[src/rtl/instr_loader_pkg.sv]
// Shared types and default sizes for the instruction loader.
package instr_loader_pkg;

    localparam int unsigned DEPTH_DEF  = 16;
    localparam int unsigned ADDR_W_DEF = 4;
    localparam int unsigned DATA_W_DEF = 16;
    localparam int unsigned MAX_WORDS  = 16;

    typedef enum logic [2:0] {
        StIdle,
        StCount,
        StHi,
        StLo,
        StChk,
        StDone,
        StErr
    } state_e;

endpackage

[src/rtl/instr_loader_if.sv]
// Byte-stream valid/ready link from the board-level byte source into the loader.
interface instr_loader_if;

    logic [7:0] byte_in;
    logic       byte_valid;
    logic       byte_ready;

    modport master (output byte_in, output byte_valid, input byte_ready);
    modport slave  (input byte_in, input byte_valid, output byte_ready);

endinterface

[src/rtl/instr_loader.sv]
// Loads a counted, big-endian 16-bit word image into instruction RAM, holding the CPU meanwhile.
// Optional trailing XOR checksum byte is enabled by defining CHECKSUM_EN.
module instr_loader
    import instr_loader_pkg::*;
#(
    parameter int unsigned DEPTH  = DEPTH_DEF,
    parameter int unsigned ADDR_W = ADDR_W_DEF,
    parameter int unsigned DATA_W = DATA_W_DEF
) (
    input  logic              clk,
    input  logic              reset,
    input  logic              start,
    instr_loader_if.slave     bus,
    output logic              wr_en,
    output logic [ADDR_W-1:0] wr_addr,
    output logic [DATA_W-1:0] wr_data,
    output logic [ADDR_W:0]   words_loaded,
    output logic              load_done,
    output logic              cpu_hold,
    output logic              load_err
);

`ifdef CHECKSUM_EN
    localparam state_e StTail = StChk;
`else
    localparam state_e StTail = StDone;
`endif

    state_e            state_q, state_d;
    logic              ready_q, ready_d;
    logic              done_q, done_d;
    logic              hold_q, hold_d;
    logic [ADDR_W:0]   n_q;
    logic [ADDR_W-1:0] idx_q;
    logic [7:0]        hi_q;
    logic              xfer;
    logic              last;
    logic [ADDR_W:0]   count_clamp;

    assign xfer        = bus.byte_valid && ready_q;
    assign last        = ({1'b0, idx_q} + 1'b1) >= n_q;
    assign count_clamp = (bus.byte_in > 8'(DEPTH)) ? (ADDR_W+1)'(DEPTH) : bus.byte_in[ADDR_W:0];

`ifdef CHECKSUM_EN
    logic [7:0] acc_q;
    logic       err_q, err_d;
    assign load_err = err_q;
`else
    assign load_err = 1'b0;
`endif

    always_ff @(posedge clk) begin
        if (reset) begin
            state_q <= StIdle;
        end else begin
            state_q <= state_d;
        end
    end

    always_comb begin
        state_d = state_q;
        case (state_q)
            StIdle:  if (start) state_d = StCount;
            StCount: if (xfer) state_d = (count_clamp == '0) ? StTail : StHi;
            StHi:    if (xfer) state_d = StLo;
            StLo:    if (xfer) state_d = last ? StTail : StHi;
`ifdef CHECKSUM_EN
            StChk:   if (xfer) state_d = (bus.byte_in == acc_q) ? StDone : StErr;
`endif
            StDone, StErr: if (start) state_d = StCount;
            default: state_d = StIdle;
        endcase
    end

    // Flags are decoded from the next state so they can be registered without a cycle of lag.
    always_comb begin
        ready_d = 1'b0;
        done_d  = 1'b0;
        hold_d  = 1'b1;
`ifdef CHECKSUM_EN
        err_d   = 1'b0;
`endif
        case (state_d)
            StCount, StHi, StLo, StChk: ready_d = 1'b1;
            StDone: begin
                done_d = 1'b1;
                hold_d = 1'b0;
            end
`ifdef CHECKSUM_EN
            StErr:  err_d = 1'b1;
`endif
            default: ;
        endcase
    end

    always_ff @(posedge clk) begin
        if (reset) begin
            ready_q      <= 1'b0;
            done_q       <= 1'b0;
            hold_q       <= 1'b1;
            wr_en        <= 1'b0;
            wr_addr      <= '0;
            wr_data      <= '0;
            words_loaded <= '0;
            n_q          <= '0;
            idx_q        <= '0;
            hi_q         <= '0;
`ifdef CHECKSUM_EN
            err_q        <= 1'b0;
            acc_q        <= '0;
`endif
        end else begin
            ready_q <= ready_d;
            done_q  <= done_d;
            hold_q  <= hold_d;
            wr_en   <= 1'b0;
`ifdef CHECKSUM_EN
            err_q   <= err_d;
`endif
            case (state_q)
                StCount: if (xfer) begin
                    n_q          <= count_clamp;
                    words_loaded <= '0;
                    idx_q        <= '0;
`ifdef CHECKSUM_EN
                    acc_q        <= '0;
`endif
                end
                StHi: if (xfer) begin
                    hi_q  <= bus.byte_in;
`ifdef CHECKSUM_EN
                    acc_q <= acc_q ^ bus.byte_in;
`endif
                end
                StLo: if (xfer) begin
                    wr_en        <= 1'b1;
                    wr_addr      <= idx_q;
                    wr_data      <= DATA_W'({hi_q, bus.byte_in});
                    words_loaded <= words_loaded + 1'b1;
`ifdef CHECKSUM_EN
                    acc_q        <= acc_q ^ bus.byte_in;
`endif
                    // Holding the index on the last word keeps N=DEPTH from wrapping.
                    if (!last) idx_q <= idx_q + 1'b1;
                end
                default: ;
            endcase
        end
    end

    assign bus.byte_ready = ready_q;
    assign load_done      = done_q;
    assign cpu_hold       = hold_q;

endmodule

[src/flat_wrapper.sv]
// flat-port wrapper written by rule: the top's interface ports become plain ports
module instr_loader_flat import instr_loader_pkg::*;
#(
    parameter int unsigned DEPTH  = DEPTH_DEF,
    parameter int unsigned ADDR_W = ADDR_W_DEF,
    parameter int unsigned DATA_W = DATA_W_DEF
)
  (clk, reset, start, wr_en, wr_addr, wr_data, words_loaded, load_done, cpu_hold, load_err, bus_byte_in, bus_byte_valid, bus_byte_ready);
  instr_loader_if bus_i ();
  input  logic clk;
  input  logic reset;
  input  logic start;
  output logic wr_en;
  output logic [ADDR_W-1:0] wr_addr;
  output logic [DATA_W-1:0] wr_data;
  output logic [ADDR_W:0] words_loaded;
  output logic load_done;
  output logic cpu_hold;
  output logic load_err;
  input wire logic [$bits(bus_i.byte_in)-1:0] bus_byte_in;
  input wire logic [$bits(bus_i.byte_valid)-1:0] bus_byte_valid;
  output wire logic [$bits(bus_i.byte_ready)-1:0] bus_byte_ready;
  assign bus_i.byte_in = bus_byte_in;
  assign bus_i.byte_valid = bus_byte_valid;
  assign bus_byte_ready = bus_i.byte_ready;
  instr_loader #(.DEPTH(DEPTH), .ADDR_W(ADDR_W), .DATA_W(DATA_W)) u_core (.clk(clk), .reset(reset), .start(start), .bus(bus_i), .wr_en(wr_en), .wr_addr(wr_addr), .wr_data(wr_data), .words_loaded(words_loaded), .load_done(load_done), .cpu_hold(cpu_hold), .load_err(load_err));
endmodule
[config.mk]
export PLATFORM = sky130hd
export DESIGN_NAME = instr_loader_flat
export DESIGN_NICKNAME = d
export VERILOG_FILES = /design/src/rtl/instr_loader_pkg.sv /design/src/rtl/instr_loader_if.sv /design/src/rtl/instr_loader.sv /design/src/flat_wrapper.sv
export SDC_FILE = /design/constraint.sdc
export NUM_CORES = 1
export LEC_CHECK = 0
export BUFFER_PORTS_ARGS = -buffer_cell sky130_fd_sc_hd__buf_4
export CAP_MARGIN = 20
export CORE_ASPECT_RATIO = 0.75
export CORE_MARGIN = 10
export CORE_UTILIZATION = 50
export CTS_BUF_LIST = sky130_fd_sc_hd__clkbuf_8 sky130_fd_sc_hd__clkbuf_16
export DETAILED_ROUTE_END_ITERATION = 6
export PLACE_DENSITY_LB_ADDON = 0.1
export REMOVE_ABC_BUFFERS = 1
export SYNTH_ARGS = -nofsm -noshare
export SYNTH_HDL_FRONTEND = slang
export SYNTH_SLANG_ARGS = --single-unit
export TNS_END_PERCENT = 50
[constraint.sdc]
create_clock -name clk -period 2.3 [get_ports clk]
set_input_delay 0.345 -clock clk [delete_from_list [all_inputs] [get_ports clk]]
set_output_delay 0.345 -clock clk [all_outputs]
set_load 0.01 [all_outputs]
Word-level counts from Yosys, hierarchy flattened
Index checks and enable logic that the tools add are counted.
Storage, ports and cells
  register bits after elaboration: 49
  latch bits: 0
  RAM bits: 0
  memory bits (read-only): 0
  input port bits: 12
  output and inout bits: 30
  memories: 0
Operators by class
  $add $sub $neg: 3
  multiply operators: 0
  divide/modulo/power cells: 0
  $lt $le $gt $ge: 2
  equal/unequal tests: 13
  shifts and indexed selects: 0
  muxes and demuxes: 19
  bitwise operators: 1
  reductions and logical operators: 12
Operator list (number)
  3-bit 2-to-1 mux: 6
  5-bit 2-to-1 mux: 3
  3-bit by 2-bit equality test with 1-bit output, second input constant: 4
  3-bit equality test, second input constant: 4
  4-bit 2-to-1 mux: 3
  3-bit case mux with 4 select lines: 1
  5-bit case mux with 2 select lines: 1
  8-bit by 5-bit greater-than comparator with 1-bit output, second input constant: 1
  4-bit case mux with 2 select lines: 1
  3-bit by 1-bit equality test with 1-bit output, second input constant: 2
  2-bit AND reduction: 3
  4-bit by 1-bit adder with 5-bit output, second input constant: 1
  5-bit by 1-bit adder with 5-bit output, second input constant: 1
  5-bit >= comparator: 1
  5-bit logical NOT: 1
  4-bit by 1-bit adder with 4-bit output, second input constant: 1
  1-bit 2-to-1 mux: 4
  2-bit by 1-bit inequality test with 1-bit output, second input constant: 2
  4-bit AND reduction: 1
  4-bit OR reduction: 1
  3-bit logical NOT: 1
  3-bit AND reduction: 1
  3-bit OR reduction: 1
  2-bit inequality test, second input constant: 1
  4 further kinds: 4

Longest topological paths before layout
  depth after elaboration: 9
  mapped depth: 7

Worst setup path after synthesis
OpenSTA, ideal clock, no wires.
  path type: flip-flop to flip-flop
  from: reg u_core.idx_q[0]
  to: reg u_core.done_q (netlist: u_core.load_done)
  setup time: 0.062 ns
  arrival: 1.969 ns
  setup slack: 0.269 ns
  cell stages (with the launch flop): 8
  buffers on the path: 0
  clock period less this slack: 2.031 ns
  path through: dfxtp_1 ha_1 xor2_1 ha_1 o211ai_1 o21a_1 o311ai_0 and4_1
Between the ends
  longest elaborated chain between the ends: 7
Ends and longest elaborated chain
  start, declared: RTL line instr_loader.sv:34  | logic [ADDR_W-1:0] idx_q;
  start signal, assigned: RTL line instr_loader.sv:144  | if (!last) idx_q <= idx_q + 1'b1;
  4-bit by 1-bit adder with 5-bit output: RTL line instr_loader.sv:41  | assign last = ({1'b0, idx_q} + 1'b1) >= n_q;
  5-bit >= comparator: RTL line instr_loader.sv:41
  3-bit 2-to-1 mux (2 in a row): RTL line instr_loader.sv:66  | StLo: if (xfer) state_d = last ? StTail : StHi;
  3-bit case mux with 4 select lines: RTL line instr_loader.sv:62  | case (state_q)
  3-bit equality test: RTL line instr_loader.sv:83  | case (state_d)
  1-bit 2-to-1 mux: RTL line instr_loader.sv:83
  end signal, assigned: RTL line instr_loader.sv:114  | done_q <= done_d;
  end, declared: RTL line instr_loader.sv:31  | logic done_q, done_d;
No other way between the ends.
A chain may end at the register's enable or synchronous reset.

Final worst setup path
Ends and elaborated chain as after synthesis.

==> flow_summary.yaml <==
logic_synthesis:
  seq_area_frac_synth: 0.456
  ys_ff_latch: 49
  synthCells: 247
  syn_area_um2: 2150
  ys_types: 49
  syn_area_cell_um2: 8.70
  warnings_synthesis: 0
floorplan:
  dieArea_um2: 7350
  die_height_um: 76.8
  core_region_area_um2: 4100
  die_w_um: 95.7
  num_io_pins: 42
  num_rows: 20
  initial_core_util: 0.524
setup_path:
  worst_ep_required_time_ps: 2500
  timing.critical_path.to_type: "flip-flop"
  cp_data_arrival_time_ps: 2280
  cp-start-kind: "flip-flop"
  path_max_fanout: 6
  timing.reg2reg.worst_path_depth: 7
  crit_type: "reg -> reg"
finish:
  antenna_cells: 0
  post_route_cells_drive_above_1_share: 0.220
  multi_input_comb_area_um2: 1080
  syn_to_final_growth_pct: 21.8
  ff_latch_area_um2: 981
  finalInstanceArea_um2: 2620
  finish.utilization: 0.638
  nets: 304
  fillCellCount: 373
cts:
  cts.clk_slew.worst_paths_ps: 90
  cts_htree_levels: 2
  cts_tree: "yes"
  cts_repair_resize_count: 0
  clock_tree.buffer_depth: 2
  clk_root_buffer_cell: "sky130_fd_sc_hd__clkbuf_8"
  holdBufCountCts: 0
  cts-buffers-inserted: 5
  cts_post_setup_buffers_inserted: 0
  numClockSinks: 49
  clock_insertion_delay_worst_skew_ps: 300
pwr:
  switching_component_of_the_power_uw: 352
  vdd_ir_max_mv: 0.492
  power.density_nw_per_um2: 609
  seq_power_share: 0.545
  leakage_nw: 0.973
  clock_power_share: 0.397
  power_report.internal_total_mw: 1.24
  p_comb_frac: 0.058
  switching_share_of_total_power: 0.220
min_path:
  min_path_type: "in -> reg"
  holdPathStages: 2
outcome:
  run_status: "completed"
sta:
  hold_viol_final: 0
  setup_total_negative_slack_ps: 0
  slew_violations: 0
  final_period_minus_worst_setup_slack_ps: 2080
  slew_headroom: 0.601
  final-setup-viol-count: 0
  worst_clock_skew_ps: 6.85
  unrepaired_setup_endpoints_after_global_routing: "no"
  hold_slack_ps: 283
  period_share: 0.904
  postLayoutSetupSlackWorst_ps: 222
  worst_pin_slew_ps: 598
  fmax_mhz: 481
route:
  wire_per_inst_um: 14.5
  avgViaCountPerCell: 5.41
  dr.first_iter.drc_count: 132
  post-route-drc-count: 0
  drt_pass1_iterations: 4
  number_of_nets_with_antenna_violations_after_routing: 0
  num_vias: 1844
  drt-total-wl_mm: 4.95
grt:
  grt_antenna_before_repair: 0
  grt.total_usage: 0.138
  globalRoute.totalOverflow: 0
  grt_pass1_vias: 1743
  maximum_number_of_pins_on_one_net_before_global_route_repair: 50
  grt_first_pass_wirelength_mm: 8.47
placement:
  hpwl_mm: 3.57
  numPortBuffers: 40
  placedInstanceArea_um2: 2480
  gp_routability_congestion: 0.858
  placement.setup.worst_slack_ps: 63.5
flow_run:
  cap_violations: 0
[worst max-delay path, stage by stage, from the launching register on]
cell	delay [ps]
sky130_fd_sc_hd__dfxtp_1	370
sky130_fd_sc_hd__ha_1	270
sky130_fd_sc_hd__and3_1	210
sky130_fd_sc_hd__ha_1	200
sky130_fd_sc_hd__a211oi_1	300
sky130_fd_sc_hd__o21a_1	300
sky130_fd_sc_hd__o311ai_2	140
sky130_fd_sc_hd__and4_1	200
[registers in the layout (all words and copies together), names as in the netlist]
| name | flops |
|---|---|
| u_core.load_done | 1 |
| u_core.cpu_hold | 1 |
| u_core.n_q | 5 |
| u_core.idx_q | 4 |
| u_core.wr_data | 16 |
| u_core.wr_en | 1 |
| u_core.state_q | 3 |
| u_core.hi_q | 8 |
| u_core.bus.byte_ready | 1 |
| u_core.words_loaded | 5 |
| u_core.wr_addr | 4 |
[cells by family (layout without fill, tap and decap cells)]
kind of cell | after synthesis | after routing | synth area share
other | 1 | 1 | 0.00174
flip-flops | 49 | 49 | 0.456
XOR/XNOR | 4 | 4 | 0.0163
buffers and inverters | 22 | 61 | 0.0454
AO/OA/AOI/OAI | 55 | 55 | 0.166
AND/OR/NAND/NOR | 101 | 101 | 0.236
adder cells (fa/ha/maj) | 7 | 7 | 0.0407
multiplexers | 8 | 8 | 0.0373
[path summary, 6_finish.rpt]
| path | slack (ps) | end | start |
|---|---|---|---|
| worst max register to register | 220 | u_core.load_done$_SDFF_PP0_ | u_core.idx_q[0]$_SDFFE_PP0P_ |
| worst min register to register | 460 | u_core.wr_data[6]$_SDFFE_PP0P_ | u_core.wr_data[6]$_SDFFE_PP0P_ |
| worst max-delay path | 220 | u_core.load_done$_SDFF_PP0_ | u_core.idx_q[0]$_SDFFE_PP0P_ |
| worst min-delay path | 280 | u_core.n_q[3]$_SDFFE_PP0P_ | bus_byte_in[3] |
[stage by stage]
stage	power, mW	std cells
CTS	1.61	341
floorplan	0.927	234
global placement	0.979	333
global route	1.66	341
finish	1.60	341
detailed placement	0.979	333
[synth_stat cells, drive strengths merged]
cell | number | share of area
a211oi | 2 | 0.0070
a21boi | 1 | 0.0035
a21oi | 27 | 0.063
a22o | 3 | 0.012
a31o | 1 | 0.0041
a31oi | 4 | 0.012
a41oi | 2 | 0.0082
and2 | 2 | 0.0058
and3 | 3 | 0.0087
and4 | 1 | 0.0041
and4b | 1 | 0.0052
buf | 5 | 0.016
clkbuf | 8 | 0.014
conb | 1 | 0.0017
dfxtp | 49 | 0.46
ha | 7 | 0.041
inv | 9 | 0.016
mux2i | 8 | 0.037
nand2 | 47 | 0.083
nand2b | 5 | 0.015
nand3 | 3 | 0.0070
nand3b | 5 | 0.017
nand4 | 3 | 0.0087
nand4b | 1 | 0.0041
nor2 | 17 | 0.031
nor2b | 1 | 0.0029
nor3 | 5 | 0.019
nor3b | 2 | 0.0070
nor4 | 3 | 0.012
o2111ai | 1 | 0.0041
o211ai | 1 | 0.0035
o21a | 1 | 0.0035
o21ai | 5 | 0.012
o311ai | 1 | 0.0041
o31ai | 2 | 0.013
o32ai | 3 | 0.012
o41ai | 1 | 0.0041
or2 | 1 | 0.0029
or3 | 1 | 0.0029
xnor2 | 1 | 0.0041
xor2 | 3 | 0.012
[cell usage in the layout (no fill, tap or decap), types with 4 or more instances in the layout]
master | synthesis | final
sky130_fd_sc_hd__clkbuf_8 | 0 | 6
sky130_fd_sc_hd__nand2_1 | 46 | 46
sky130_fd_sc_hd__mux2i_1 | 8 | 8
sky130_fd_sc_hd__nand2b_1 | 5 | 5
sky130_fd_sc_hd__dfxtp_1 | 49 | 49
sky130_fd_sc_hd__ha_1 | 7 | 7
sky130_fd_sc_hd__buf_4 | 1 | 44
sky130_fd_sc_hd__nor2_1 | 16 | 16
sky130_fd_sc_hd__a21oi_1 | 27 | 27
sky130_fd_sc_hd__inv_1 | 9 | 9
sky130_fd_sc_hd__nand3b_1 | 5 | 5
sky130_fd_sc_hd__o21ai_0 | 5 | 4
[metal layers]
layer	vias to the layer above	GRT usage	share of wire
met5	-	0	0
met4	0	0.0382	0.0063
met3	4	0.0477	0.072
met2	50	0.185	0.42
met1	852	0.201	0.50
li1	938	-	-
[cell type report]
cell class	instances	area share
Clock buffer	6	0.0315
Timing Repair Buffer	44	0.126
Sequential cell	49	0.375
Clock inverter	2	0.0143
Multi-Input combinational cell	176	0.414
Inverter	9	0.0129
Tap cell	55	0.0263
[power by group through the flow]
stage | combinational [mW] | sequential, mW | clock, mW
after global routing | 0.104 | 0.872 | 0.681
after detailed placement | 0.0902 | 0.889 | 0
final | 0.0922 | 0.869 | 0.634
after CTS | 0.0903 | 0.869 | 0.649
after floorplan | 0.0409 | 0.886 | 0
after global placement | 0.0902 | 0.889 | 0
No activity file was read; power rests on OpenSTA's default activity.
